[src/rtl/dsa_csr_bank_v2.sv]
// rtl/dsa_csr_bank_v2.sv - Control/status register bank for the bilinear-interpolation DSA
// Staged config committed on start, W1C interrupts, registered reads, cycle snapshot.
module dsa_csr_bank_v2 #(
  parameter int          DATA_W    = 32,
  parameter int          ADDR_W    = 16,
  parameter int          REG_BYTES = 64,
  parameter logic [31:0] VERSION   = 32'h0200_0000
) (
  input  logic                  clk,
  input  logic                  reset,
  input  logic [ADDR_W-1:0]     addr,
  input  logic [DATA_W-1:0]     wdata,
  input  logic [DATA_W/8-1:0]   wstrb,
  input  logic                  wr_en,
  input  logic                  rd_en,
  output logic [DATA_W-1:0]     rdata,
  output logic                  rvalid,
  output logic                  reg_hit,
  output logic [15:0]           cfg_width,
  output logic [15:0]           cfg_height,
  output logic [15:0]           cfg_scale_q8_8,
  output logic                  cfg_mode_simd,
  output logic [5:0]            cfg_simd_idx,
  output logic [7:0]            cfg_simd_n,
  output logic                  cfg_start,
  output logic                  cfg_soft_reset,
  output logic                  cfg_clear_errors,
  output logic                  irq,
  input  logic                  status_busy,
  input  logic                  status_done,
  input  logic                  status_error,
  input  logic [7:0]            status_progress,
  input  logic [15:0]           err_code,
  input  logic [31:0]           cycle_count
);

  localparam int NB = DATA_W / 8;
  localparam logic [1:0] LANE_MASK = 2'(~(NB - 1));

  localparam logic [ADDR_W-3:0] W_WIDTH  = (ADDR_W-2)'(0);
  localparam logic [ADDR_W-3:0] W_HEIGHT = (ADDR_W-2)'(1);
  localparam logic [ADDR_W-3:0] W_SCALE  = (ADDR_W-2)'(2);
  localparam logic [ADDR_W-3:0] W_CTRL   = (ADDR_W-2)'(3);
  localparam logic [ADDR_W-3:0] W_STATUS = (ADDR_W-2)'(4);
  localparam logic [ADDR_W-3:0] W_SIMDN  = (ADDR_W-2)'(5);
  localparam logic [ADDR_W-3:0] W_IRQS   = (ADDR_W-2)'(6);
  localparam logic [ADDR_W-3:0] W_IRQEN  = (ADDR_W-2)'(7);
  localparam logic [ADDR_W-3:0] W_CYC    = (ADDR_W-2)'(8);
  localparam logic [ADDR_W-3:0] W_SCR    = (ADDR_W-2)'(9);
  localparam logic [ADDR_W-3:0] W_VER    = (ADDR_W-2)'(10);

  logic [15:0] st_width, st_height, st_scale;
  logic        st_simd;
  logic [5:0]  st_idx;
  logic [7:0]  st_simd_n;
  logic [2:0]  irq_status, irq_en;
  logic [31:0] scratch, snap;
  logic        done_q, err_q;

  logic [15:0] st_width_n, st_height_n, st_scale_n;
  logic        st_simd_n_bit;
  logic [5:0]  st_idx_n;
  logic [7:0]  st_simd_n_n;
  logic [2:0]  irq_en_n, irq_set, irq_clr;

  logic [ADDR_W-3:0] word;
  logic [1:0]        base;
  logic [3:0]        wmask;
  logic [31:0]       wd32, m32, rword, wr_word;
  logic [DATA_W-1:0] rd_lanes;
  logic              wr_hit, start_wr, accept, reject, soft_wr, clr_wr, snap_load;

  assign reg_hit = addr < ADDR_W'(REG_BYTES);
  assign word    = addr[ADDR_W-1:2];
  assign base    = addr[1:0] & LANE_MASK;
  assign wr_hit  = wr_en & reg_hit;

  // Host lanes land on consecutive bytes of one 32-bit word since accesses are aligned.
  always_comb begin
    wmask    = '0;
    wd32     = '0;
    rd_lanes = '0;
    for (int i = 0; i < NB; i++) begin
      wmask[base + 2'(i)]                 = wstrb[i] & wr_hit;
      wd32[{base + 2'(i), 3'b000} +: 8]   = wdata[8*i +: 8];
      rd_lanes[8*i +: 8]                  = rword[{base + 2'(i), 3'b000} +: 8];
    end
  end

  assign m32 = {{8{wmask[3]}}, {8{wmask[2]}}, {8{wmask[1]}}, {8{wmask[0]}}};

  always_comb begin
    rword = '0;
    if (reg_hit) begin
      case (word)
        W_WIDTH:  rword = {16'b0, st_width};
        W_HEIGHT: rword = {16'b0, st_height};
        W_SCALE:  rword = {16'b0, st_scale};
        W_CTRL:   rword = {24'b0, st_idx, st_simd, 1'b0};
        W_STATUS: rword = {err_code, status_progress, 5'b0, status_error, status_done, status_busy};
        W_SIMDN:  rword = {24'b0, st_simd_n};
        W_IRQS:   rword = {29'b0, irq_status};
        W_IRQEN:  rword = {29'b0, irq_en};
        W_CYC:    rword = (base == 2'b00) ? cycle_count : snap;
        W_SCR:    rword = scratch;
        W_VER:    rword = VERSION;
        default:  rword = '0;
      endcase
    end
  end

  // Merge written bytes over the register's read view; pulse bits read 0, so they carry the written value.
  assign wr_word = (rword & ~m32) | (wd32 & m32);

  always_comb begin
    st_width_n    = (wr_hit && word == W_WIDTH)  ? wr_word[15:0] : st_width;
    st_height_n   = (wr_hit && word == W_HEIGHT) ? wr_word[15:0] : st_height;
    st_scale_n    = (wr_hit && word == W_SCALE)  ? wr_word[15:0] : st_scale;
    st_simd_n_bit = (wr_hit && word == W_CTRL)   ? wr_word[1]    : st_simd;
    st_idx_n      = (wr_hit && word == W_CTRL)   ? wr_word[7:2]  : st_idx;
    st_simd_n_n   = (wr_hit && word == W_SIMDN)  ? wr_word[7:0]  : st_simd_n;
    irq_en_n      = (wr_hit && word == W_IRQEN)  ? wr_word[2:0]  : irq_en;
    irq_clr       = (wr_hit && word == W_IRQS)   ? (wd32[2:0] & {3{wmask[0]}}) : 3'b000;
  end

  assign start_wr  = wr_hit && word == W_CTRL && wr_word[0];
  assign soft_wr   = wr_hit && word == W_CTRL && wr_word[8];
  assign clr_wr    = wr_hit && word == W_CTRL && wr_word[9];
  assign accept    = start_wr & ~status_busy;
  assign reject    = start_wr & status_busy;
  assign irq_set   = {reject, status_error & ~err_q, status_done & ~done_q};
  assign snap_load = rd_en && reg_hit && word == W_CYC && base == 2'b00;

  always_ff @(posedge clk) begin
    if (reset) begin
      st_width         <= 16'd256;
      st_height        <= 16'd256;
      st_scale         <= 16'h00C0;
      st_simd          <= 1'b0;
      st_idx           <= '0;
      st_simd_n        <= 8'd1;
      cfg_width        <= 16'd256;
      cfg_height       <= 16'd256;
      cfg_scale_q8_8   <= 16'h00C0;
      cfg_mode_simd    <= 1'b0;
      cfg_simd_idx     <= '0;
      cfg_simd_n       <= 8'd1;
      cfg_start        <= 1'b0;
      cfg_soft_reset   <= 1'b0;
      cfg_clear_errors <= 1'b0;
      irq_status       <= '0;
      irq_en           <= '0;
      irq              <= 1'b0;
      scratch          <= '0;
      snap             <= '0;
      done_q           <= 1'b0;
      err_q            <= 1'b0;
      rdata            <= '0;
      rvalid           <= 1'b0;
    end else begin
      st_width  <= st_width_n;
      st_height <= st_height_n;
      st_scale  <= st_scale_n;
      st_simd   <= st_simd_n_bit;
      st_idx    <= st_idx_n;
      st_simd_n <= st_simd_n_n;
      irq_en    <= irq_en_n;
      if (wr_hit && word == W_SCR) scratch <= wr_word;
      if (accept) begin
        cfg_width      <= st_width_n;
        cfg_height     <= st_height_n;
        cfg_scale_q8_8 <= st_scale_n;
        cfg_mode_simd  <= st_simd_n_bit;
        cfg_simd_idx   <= st_idx_n;
        cfg_simd_n     <= st_simd_n_n;
      end
      cfg_start        <= accept;
      cfg_soft_reset   <= soft_wr;
      cfg_clear_errors <= clr_wr;
      done_q           <= status_done;
      err_q            <= status_error;
      // Set has priority over a simultaneous W1C of the same bit.
      irq_status       <= (irq_status & ~irq_clr) | irq_set;
      irq              <= |(irq_status & irq_en);
      rvalid           <= rd_en;
      if (rd_en) rdata <= rd_lanes;
      if (snap_load) snap <= cycle_count;
    end
  end

endmodule

[config.mk]
export PLATFORM = sky130hd
export DESIGN_NAME = dsa_csr_bank_v2
export DESIGN_NICKNAME = d
export VERILOG_FILES = /design/src/rtl/dsa_csr_bank_v2.sv
export SDC_FILE = /design/constraint.sdc
export NUM_CORES = 1
export LEC_CHECK = 0
export ABC_AREA = 1
export CORE_UTILIZATION = 45
export DETAILED_ROUTE_END_ITERATION = 8
export PLACE_DENSITY = 0.73
export SLEW_MARGIN = 5
export SYNTH_ARGS = -nofsm -noshare
export SYNTH_HDL_FRONTEND = slang
export SYNTH_SLANG_ARGS = --single-unit
[constraint.sdc]
create_clock -name clk -period 6 [get_ports clk]
set_input_delay 1.2 -clock clk [delete_from_list [all_inputs] [get_ports clk]]
set_output_delay 1.2 -clock clk [all_outputs]
set_load 0.01 [all_outputs]
Yosys cells after proc, flatten, opt, wreduce, memory -nomap -nowiden
Cells that the tools add are included.
- bits in registers: 203
- bits of input ports: 115
- output and inout bits: 101
- word-level logic and storage cells: 77
- order comparisons: 1
- equality and inequality tests: 10
- multiplexer cells: 9
- bitwise gates (word level): 21
- reduce and logical (&&, ||, !) cells: 13
- operator list (cell ; number):
    32-bit case mux with 11 select lines ; 1
    32-bit AND ; 2
    14-bit by 3-bit == test with 1-bit output, second input constant ; 4
    16-bit 2-to-1 mux ; 3
    14-bit by 4-bit == test with 1-bit output, second input constant ; 3
    32-bit 2-to-1 mux ; 1
    32-bit NOT ; 1
    32-bit OR ; 1
    14-bit by 2-bit == test with 1-bit output, second input constant ; 2
    16-bit by 7-bit less-than comparator with 1-bit output, second input constant ; 1
    14-bit by 1-bit == test with 1-bit output, second input constant ; 1
    14-bit logical NOT ; 1
    1-bit logical AND ; 11
    1-bit AND ; 9
    3-bit AND ; 3
    8-bit 2-to-1 mux ; 1
    6-bit 2-to-1 mux ; 1
    3-bit 2-to-1 mux ; 1
    1-bit NOT ; 3
    3-bit NOT ; 1
    3-bit OR ; 1
    3-bit OR reduction ; 1
    1-bit 2-to-1 mux ; 1

Longest topological paths before layout
Gate-level depths: netlist of the first run.
- word-level depth: 9
- depth in mapped cells: 16
- depth with buffers taken out: 16

Worst setup path after synthesis of the first run
No wires, ideal clock.
- kind: input port to output port
- start point: input addr[9]
- end point: output reg_hit
- data arrival time: 1784 ps
- required time: 4800 ps
- path slack: 3016 ps
- stages on the path: 5
- buffers on the path: 0
- cell sequence: nor2_2 nand2_1 nor2_1 nand2_2 inv_1
- cells in the longest elaborated chain, start to end: 1
- ends and longest elaborated chain (what ; RTL line ; text):
    start, declared ; 11 ; input logic [ADDR_W-1:0] addr,
    16-bit by 7-bit less-than comparator with 1-bit output ; 73 ; assign reg_hit = addr < ADDR_W'(REG_BYTES);
    end, declared ; 18 ; output logic reg_hit,
No other way between the ends.

Final worst setup path of the first run
Same ends and word-level chain as after synthesis.

==> summary.md, run 1 <==
| Metric | Value |
|---|---|
| Hold path start | `done_q` |
| Max Slew Vio Count | `0` |
| Slew margin rel. | `around a quarter` |
| DR pass1 iterations | `5` |
| R2R depth | `11` |
| FF-to-FF setup slack | `just under 4000 ps` |
| #FFs+latches synth | `203` |
| Clk sinks | `approximately 200` |
| Clock network fraction of total power | `between 40% and 50%` |
| # setup viols final | `0` |
| Global-route usage over all layers | `27.59%` |
| Cell area after layout | `12460 sq um` |
| Synthesized netlist net count | `approximately 1600` |
| WS Path Type | `input pin to primary output` |
| Crit-path leading delay family | `buffers and inverters` |
| Setup bufs post-CTS | `0` |
| Share of layout cells above drive strength 1 | `between 5 and 6%` |
| Leak | `5.324 nW` |
| Seq/Total Area, Yosys | `42.79%` |
| Num CTS Buffers | `23` |
| Gate power share | `5.0%` |
| Worst Hold Depth | `1` |
| Warnings from Yosys | `0` |
| Switching pwr | `0.6426 mW` |
| Clk_skew | `9.339 ps` |
| Die Area | `21690 sq um` |
| Total negative setup slack | `0 ps` |
| Startpoint types | `input pin` |
| Synth Instances | `1435` |
| Height of the die | `between 100 and 150 um` |
| Crit Reg-Reg Startpoint | `st_height[0]` |
| Hold Slack | `433.9 ps` |
| Max rail drop VDD | `between 150 and 200 uV` |
| Commonest non-fill, non-tap cell in the layout | `nand2_1` |
| Worst Path Required | `4800 ps` |
| Pwr/cell area | `230.9 nW/um^2` |
| Final #Nets | `1733` |
| Yosys cell types | `31` |
| Status | `complete, no violations` |
| Cts hold-fix bufs | `0` |
| Later-pin clock latency in the skew report | `520 ps` |
| DR vias | `9861` |
| Ratio of final minimum period to clock period | `a little over two thirds` |
| Routed wire length | `roughly 30000 um` |
| CTS tree | `yes` |
| FF-to-FF End | `cfg_simd_idx[0]` |
| CTS max path bufs | `3` |
| Core area | `20490 sq um` |
| Wirelength per Cell | `15.96 um` |
| Cell area after synthesis | `9498 sq um` |
| IO Count | `~220` |
| Post-DP HPWL | `around 21000 um` |
| F_max | `0.2359 GHz` |
| Buffers added on ports | `213` |
| Hold WC Path Type | `flip-flop to flip-flop` |
| Slowest stage cell, crit path | `clkdlybuf4s50_1` |
| Crit path time final | `around 4200 ps` |
| RSZ-0062 raised after global routing | `false` |
| # diodes | `0` |
| Number of routed nets with antenna violations | `0` |
| Number of global-route vias before repair | `around 9100` |
| Worst-Margin Slew | `1110 ps` |
| Die W | `147.3 um` |
| DRC Markers | `0` |
| Switching share of total power | `22.34%` |
| Pre-CTS setup slack | `1317 ps` |
| Slowest Stage Delay on Critical Path | `610 ps` |
| Area after DPL | `11730 sq um` |
| Final setup margin | `1761 ps` |
| Crit path launch | `addr[9]` |
| Max-Cap Viols | `0` |
| Initial antenna violation count | `2` |
| Total power | `approximately 2.9 mW` |
| Post-CTS Resized | `0` |
| Area delta synth->final | `31.15%` |
| Worst path buffer plus inverter count | `3` |
| Crit path top cell by count | `clkdlybuf4s50_1` |
| H-Tree Level Count | `1` |
| Reg power frac | `a little under half` |
| # rows | `52` |
| Root buf cell | `clkbuf_16` |
| CP cell instances | `clkdlybuf4s50_1, nor2_2, nand2_1, nor2_1, nand2_2, inv_1, clkdlybuf4s50_1` |
| Largest net degree at the start of global routing | `78` |
| Most frequent cells in the layout | `nand2_1 (592), clkdlybuf4s50_1 (212), dfxtp_1 (203)` |
| 1st-iter DRT viols | `701` |
| DR vias/cell | `5.182` |
| Reg clk slew, reported paths | `60 ps` |
| Final Wtd Congestion | `roughly 0.94` |
| Max Fanout on Critical Path | `7` |
| Remaining Overflow, GRT | `0` |
| Final Hold Vio Count | `0` |
| Avg Inst Size Synth | `6.619 sq um` |
| Hold endpoint | `irq_status[0]` |
| Int Pwr | `2.234 mW` |
| Fillers | `1953` |
| First-pass GRT wire length | `47660 um` |
| Initial core utilization | `46.34%` |
| Worst setup EP type | `primary output` |
| Worst path arrival time | `3040 ps` |
==> how the worst max path moves through the flow <==
stage / to / cells after the start
6_report: reg_hit / 7
5_1_grt: cfg_simd_n[4] / 15
4_1_cts: reg_hit / 7
3_5_place_dp: cfg_simd_n[1] / 15
3_3_place_gp: cfg_simd_n[4] / 15
2_1_floorplan: reg_hit / 5
==> worst reg2reg max path, cell delays in order, from the launching register on <==
cell     delay, ps
dfxtp_1        340
nand3_1         90
nand2_1         90
nor2_1          70
nand3_2        100
nand2_2         70
nand2_4        150
nand2_4         90
nor2_8         520
buf_4          340
nand2_1         70
a21oi_1        130
==> area by class of cell <==
cell class / count / area (sq um) / area share, %
multi-input combinational: 1062 / 4712 / 37.83
sequential: 203 / 4064 / 32.62
timing repair buffer: 228 / 2242 / 18.00
clock buffer: 35 / 660.6 / 5.303
inverter: 100 / 375.4 / 3.013
tap: 270 / 337.8 / 2.712
clock inverter: 5 / 65.06 / 0.5223
==> flip-flops by register name, summed over array words and instances (netlist names), 3 cells and up <==
signal and cells:
irq_status 3, cfg_simd_idx 6, st_width 16, st_simd_n 8, irq_en 3, cfg_width 16, st_idx 6, rdata 32
cfg_height 16, st_scale 16, st_height 16, cfg_scale_q8_8 16, scratch 32, cfg_simd_n 8
==> Yosys cell counts <==
cell	number	share of area [%]
nor3_2	1	0.11
nand2_1	592	23
a31oi_1	6	0.40
o22ai_1	2	0.13
clkbuf_1	35	1.4
nand3_1	115	6.1
inv_1	95	3.8
nand4_1	3	0.20
a21oi_1	154	8.1
nor4_2	1	0.13
a22o_1	1	0.092
or2_2	4	0.26
buf_2	24	1.3
nand3_4	1	0.18
mux2_2	13	1.5
nor2_8	1	0.21
nor2_4	7	0.83
buf_4	1	0.079
nor2_1	89	3.5
nor2_2	7	0.46
nand2_4	3	0.36
dfxtp_1	203	43
o221ai_1	1	0.092
nand2_2	5	0.33
nor4_4	1	0.22
o21ai_0	54	2.8
buf_1	3	0.12
clkinv_1	3	0.12
inv_2	2	0.079
nand3_2	1	0.11
buf_6	7	0.83
==> through the flow <==
stage | util (%) | cells
after floorplan | - | 1435
after global placement | 57.24 | 1863
after detailed placement | 57.24 | 1863
after CTS | 60.78 | 1903
after global routing | 60.78 | 1903
final | 60.78 | 1903
==> logic make-up (layout without fill, tap and decap cells) <==
logic type,count (synthesis),in the layout,share of synthesized area (%)
AOI/OAI and AO/OA,218,218,11.67
and+or+nand+nor,831,831,36.37
DFF,203,203,42.79
muxes,13,13,1.541
buffers and inverters,170,368,7.628
==> routing by layer <==
| metal | vias up | track usage, % | part of all wire [%] |
|---|---|---|---|
| met3 | 65 | 5.155 | 8.2 |
| met2 | 405 | 45.14 | 46 |
| li1 | 4913 | - | - |
| met4 | 2 | 9.536 | 3.1 |
| met1 | 4476 | 36.35 | 43 |
| met5 | - | 0 | 0.040 |
==> power by group through the flow <==
stage / Clock [mW] / Sequential, mW / Combinational [mW]
after floorplan: 0 / 1.39 / 0.0435
after global placement: 0 / 1.38 / 0.141
after detailed placement: 0 / 1.39 / 0.141
after CTS: 1.39 / 1.36 / 0.142
after global routing: 1.44 / 1.36 / 0.154
final: 1.38 / 1.36 / 0.143
Power figures use the tool's default switching activity.
==> run 2: changes to the inputs <==
--- a/config.mk
+++ b/config.mk
@@ -8,7 +8,7 @@
 export ABC_AREA = 1
 export CORE_UTILIZATION = 45
 export DETAILED_ROUTE_END_ITERATION = 8
-export PLACE_DENSITY = 0.73
+export PLACE_DENSITY = 0.76
 export SLEW_MARGIN = 5
 export SYNTH_ARGS = -nofsm -noshare
 export SYNTH_HDL_FRONTEND = slang
==> constraint.sdc (replaced) <==
create_clock -name clk -period 3.5 [get_ports clk]
set_input_delay 0.7 -clock clk [delete_from_list [all_inputs] [get_ports clk]]
set_output_delay 0.7 -clock clk [all_outputs]
set_load 0.01 [all_outputs]
==> summary.md, run 2 (synthesis results as in run 1) <==
| Metric | Value |
|---|---|
| Status | `complete, no violations` |
| Area after DPL | `12010 sq um` |
| Die W | `147.3 um` |
| First-pass GRT wire length | `between 40000 and 50000 um` |
| F_max | `0.3286 GHz` |
| Buffers added on ports | `213` |
| Global-route usage over all layers | `27.64%` |
| H-Tree Level Count | `1` |
| Height of the die | `147.3 um` |
| Number of routed nets with antenna violations | `0` |
| Slew margin rel. | `between 20% and 30%` |
| Clk sinks | `about 200` |
| Pwr/cell area | `around 380 nW/um^2` |
| Final Hold Vio Count | `0` |
| Ratio of final minimum period to clock period | `86.95%` |
| DRC Markers | `0` |
| Worst Hold Depth | `1` |
| R2R depth | `10` |
| Switching share of total power | `21.99%` |
| Post-DP HPWL | `21620 um` |
| Startpoint types | `input pin` |
| Max Slew Vio Count | `0` |
| Int Pwr | `3.779 mW` |
| Max-Cap Viols | `0` |
| Hold WC Path Type | `flip-flop to flip-flop` |
| Core area | `~20000 sq um` |
| Share of layout cells above drive strength 1 | `approximately 7%` |
| Cts hold-fix bufs | `0` |
| Switching pwr | `approximately 1.1 mW` |
| 1st-iter DRT viols | `854` |
| Remaining Overflow, GRT | `0` |
| Worst path arrival time | `2340 ps` |
| Wirelength per Cell | `15.77 um` |
| Setup bufs post-CTS | `0` |
| Non-Filler Instances | `1929` |
| Clock network fraction of total power | `between 40 and 50%` |
| FF-to-FF setup slack | `1750 ps` |
| Worst setup EP type | `primary output` |
| Reg clk slew, reported paths | `around 50 ps` |
| # setup viols final | `0` |
| RSZ-0062 raised after global routing | `false` |
| Largest net degree at the start of global routing | `154` |
| Reg power frac | `48.0%` |
| CTS tree | `yes` |
| Crit Reg-Reg Startpoint | `st_scale[0]` |
| Root buf cell | `clkbuf_16` |
| Total placed cells including tap cells | `1887` |
| FF-to-FF End | `cfg_height[10]` |
| DR vias | `10056` |
| Hold endpoint | `irq_status[1]` |
| Commonest non-fill, non-tap cell in the layout | `nand2_1` |
| Total negative setup slack | `0 ps` |
| Die Area | `21690 sq um` |
| Hold path start | `err_q` |
| Final #Nets | `1757` |
| Cell area after layout | `12720 sq um` |
| Clk_skew | `between 15 and 20 ps` |
| Crit path time final | `3043 ps` |
| Final Wtd Congestion | `0.9266` |
| Later-pin clock latency in the skew report | `between 500 and 600 ps` |
| Max rail drop VDD | `roughly 270 uV` |
| Regs by FF count | `rdata (32), scratch (32)` |
| Routed wire length | `between 30000 and 40000 um` |
| # rows | `52` |
| Worst Path Required | `2800 ps` |
| DR vias/cell | `around 5.2` |
| Most frequent cells in the layout | `nand2_1 (592), clkdlybuf4s50_1 (212), dfxtp_1 (203)` |
| Post-CTS Resized | `0` |
| CTS max path bufs | `3` |
| IO Count | `roughly 220` |
| Initial antenna violation count | `1` |
| Leak | `5.457 nW` |
| Number of global-route vias before repair | `9196` |
| Max Fanout on Critical Path | `4` |
| DR pass1 iterations | `5` |
| Area delta synth->final | `33.90%` |
| Worst-Margin Slew | `1085 ps` |
| WS Path Type | `input pin to primary output` |
| Initial core utilization | `46.34%` |
| Gate power share | `5.2%` |
| Num CTS Buffers | `23` |
run 2: layout make-up:
class	instances	area, sq um
fill	1930	7777
multi-input combinational	1062	4712
sequential	203	4064
timing repair buffer	252	2522
clock buffer	38	681.9
inverter	100	375.4
tap	270	337.8
clock inverter	3	21.27
antenna	1	2.502
run 2: how the worst max path moves through the flow:
| stage | start | to | slack [ps] | cells after the start |
|---|---|---|---|---|
| floorplan | addr[9] | cfg_height[8] | 1150 | 12 |
| global placement | addr[3] | cfg_simd_n[0] | 160 | 15 |
| detailed placement | addr[3] | cfg_height[10] | 80 | 15 |
| CTS | addr[11] | reg_hit | 480 | 7 |
| global route | addr[3] | cfg_width[11] | 390 | 15 |
| finish | addr[11] | reg_hit | 460 | 7 |
run 2: worst max-delay path, stage by stage:
cell	delay, ps
clkdlybuf4s50_1	410
nor2_1	160
nand2_1	60
nor2_1	200
nand2_2	140
inv_1	120
clkdlybuf4s50_1	560
run 2: routing by layer:
layer	vias up	GRT usage [%]	routed length (um)	part of all wire (%)
met4	0	9.588	843	2.8
li1	4975	-	-	-
met5	-	0	0	0
met1	4580	36.12	12730	42
met2	437	45.80	14220	47
met3	64	4.814	2629	8.6
run 2: metrics by stage:
stage | hold WS, ps | utilization (%) | worst slack [ps] | total power [mW]
3_5_place_dp | 417.3 | 58.61 | 78.36 | 2.624
2_1_floorplan | 408.1 | - | 1152 | 2.451
6_report | 436.5 | 62.05 | 456.9 | 4.845
5_1_grt | 454.6 | 62.04 | 385.9 | 4.987
3_3_place_gp | 410.3 | 58.61 | 158.2 | 2.623
4_1_cts | 431.8 | 62.04 | 484.1 | 4.876
run 2: power by group through the flow:
stage | Combinational [mW] | Sequential, mW | Clock (mW)
after global placement | 0.248 | 2.37 | 0
after global routing | 0.267 | 2.32 | 2.40
final | 0.252 | 2.32 | 2.27
after floorplan | 0.0747 | 2.38 | 0
after CTS | 0.251 | 2.32 | 2.30
after detailed placement | 0.249 | 2.37 | 0
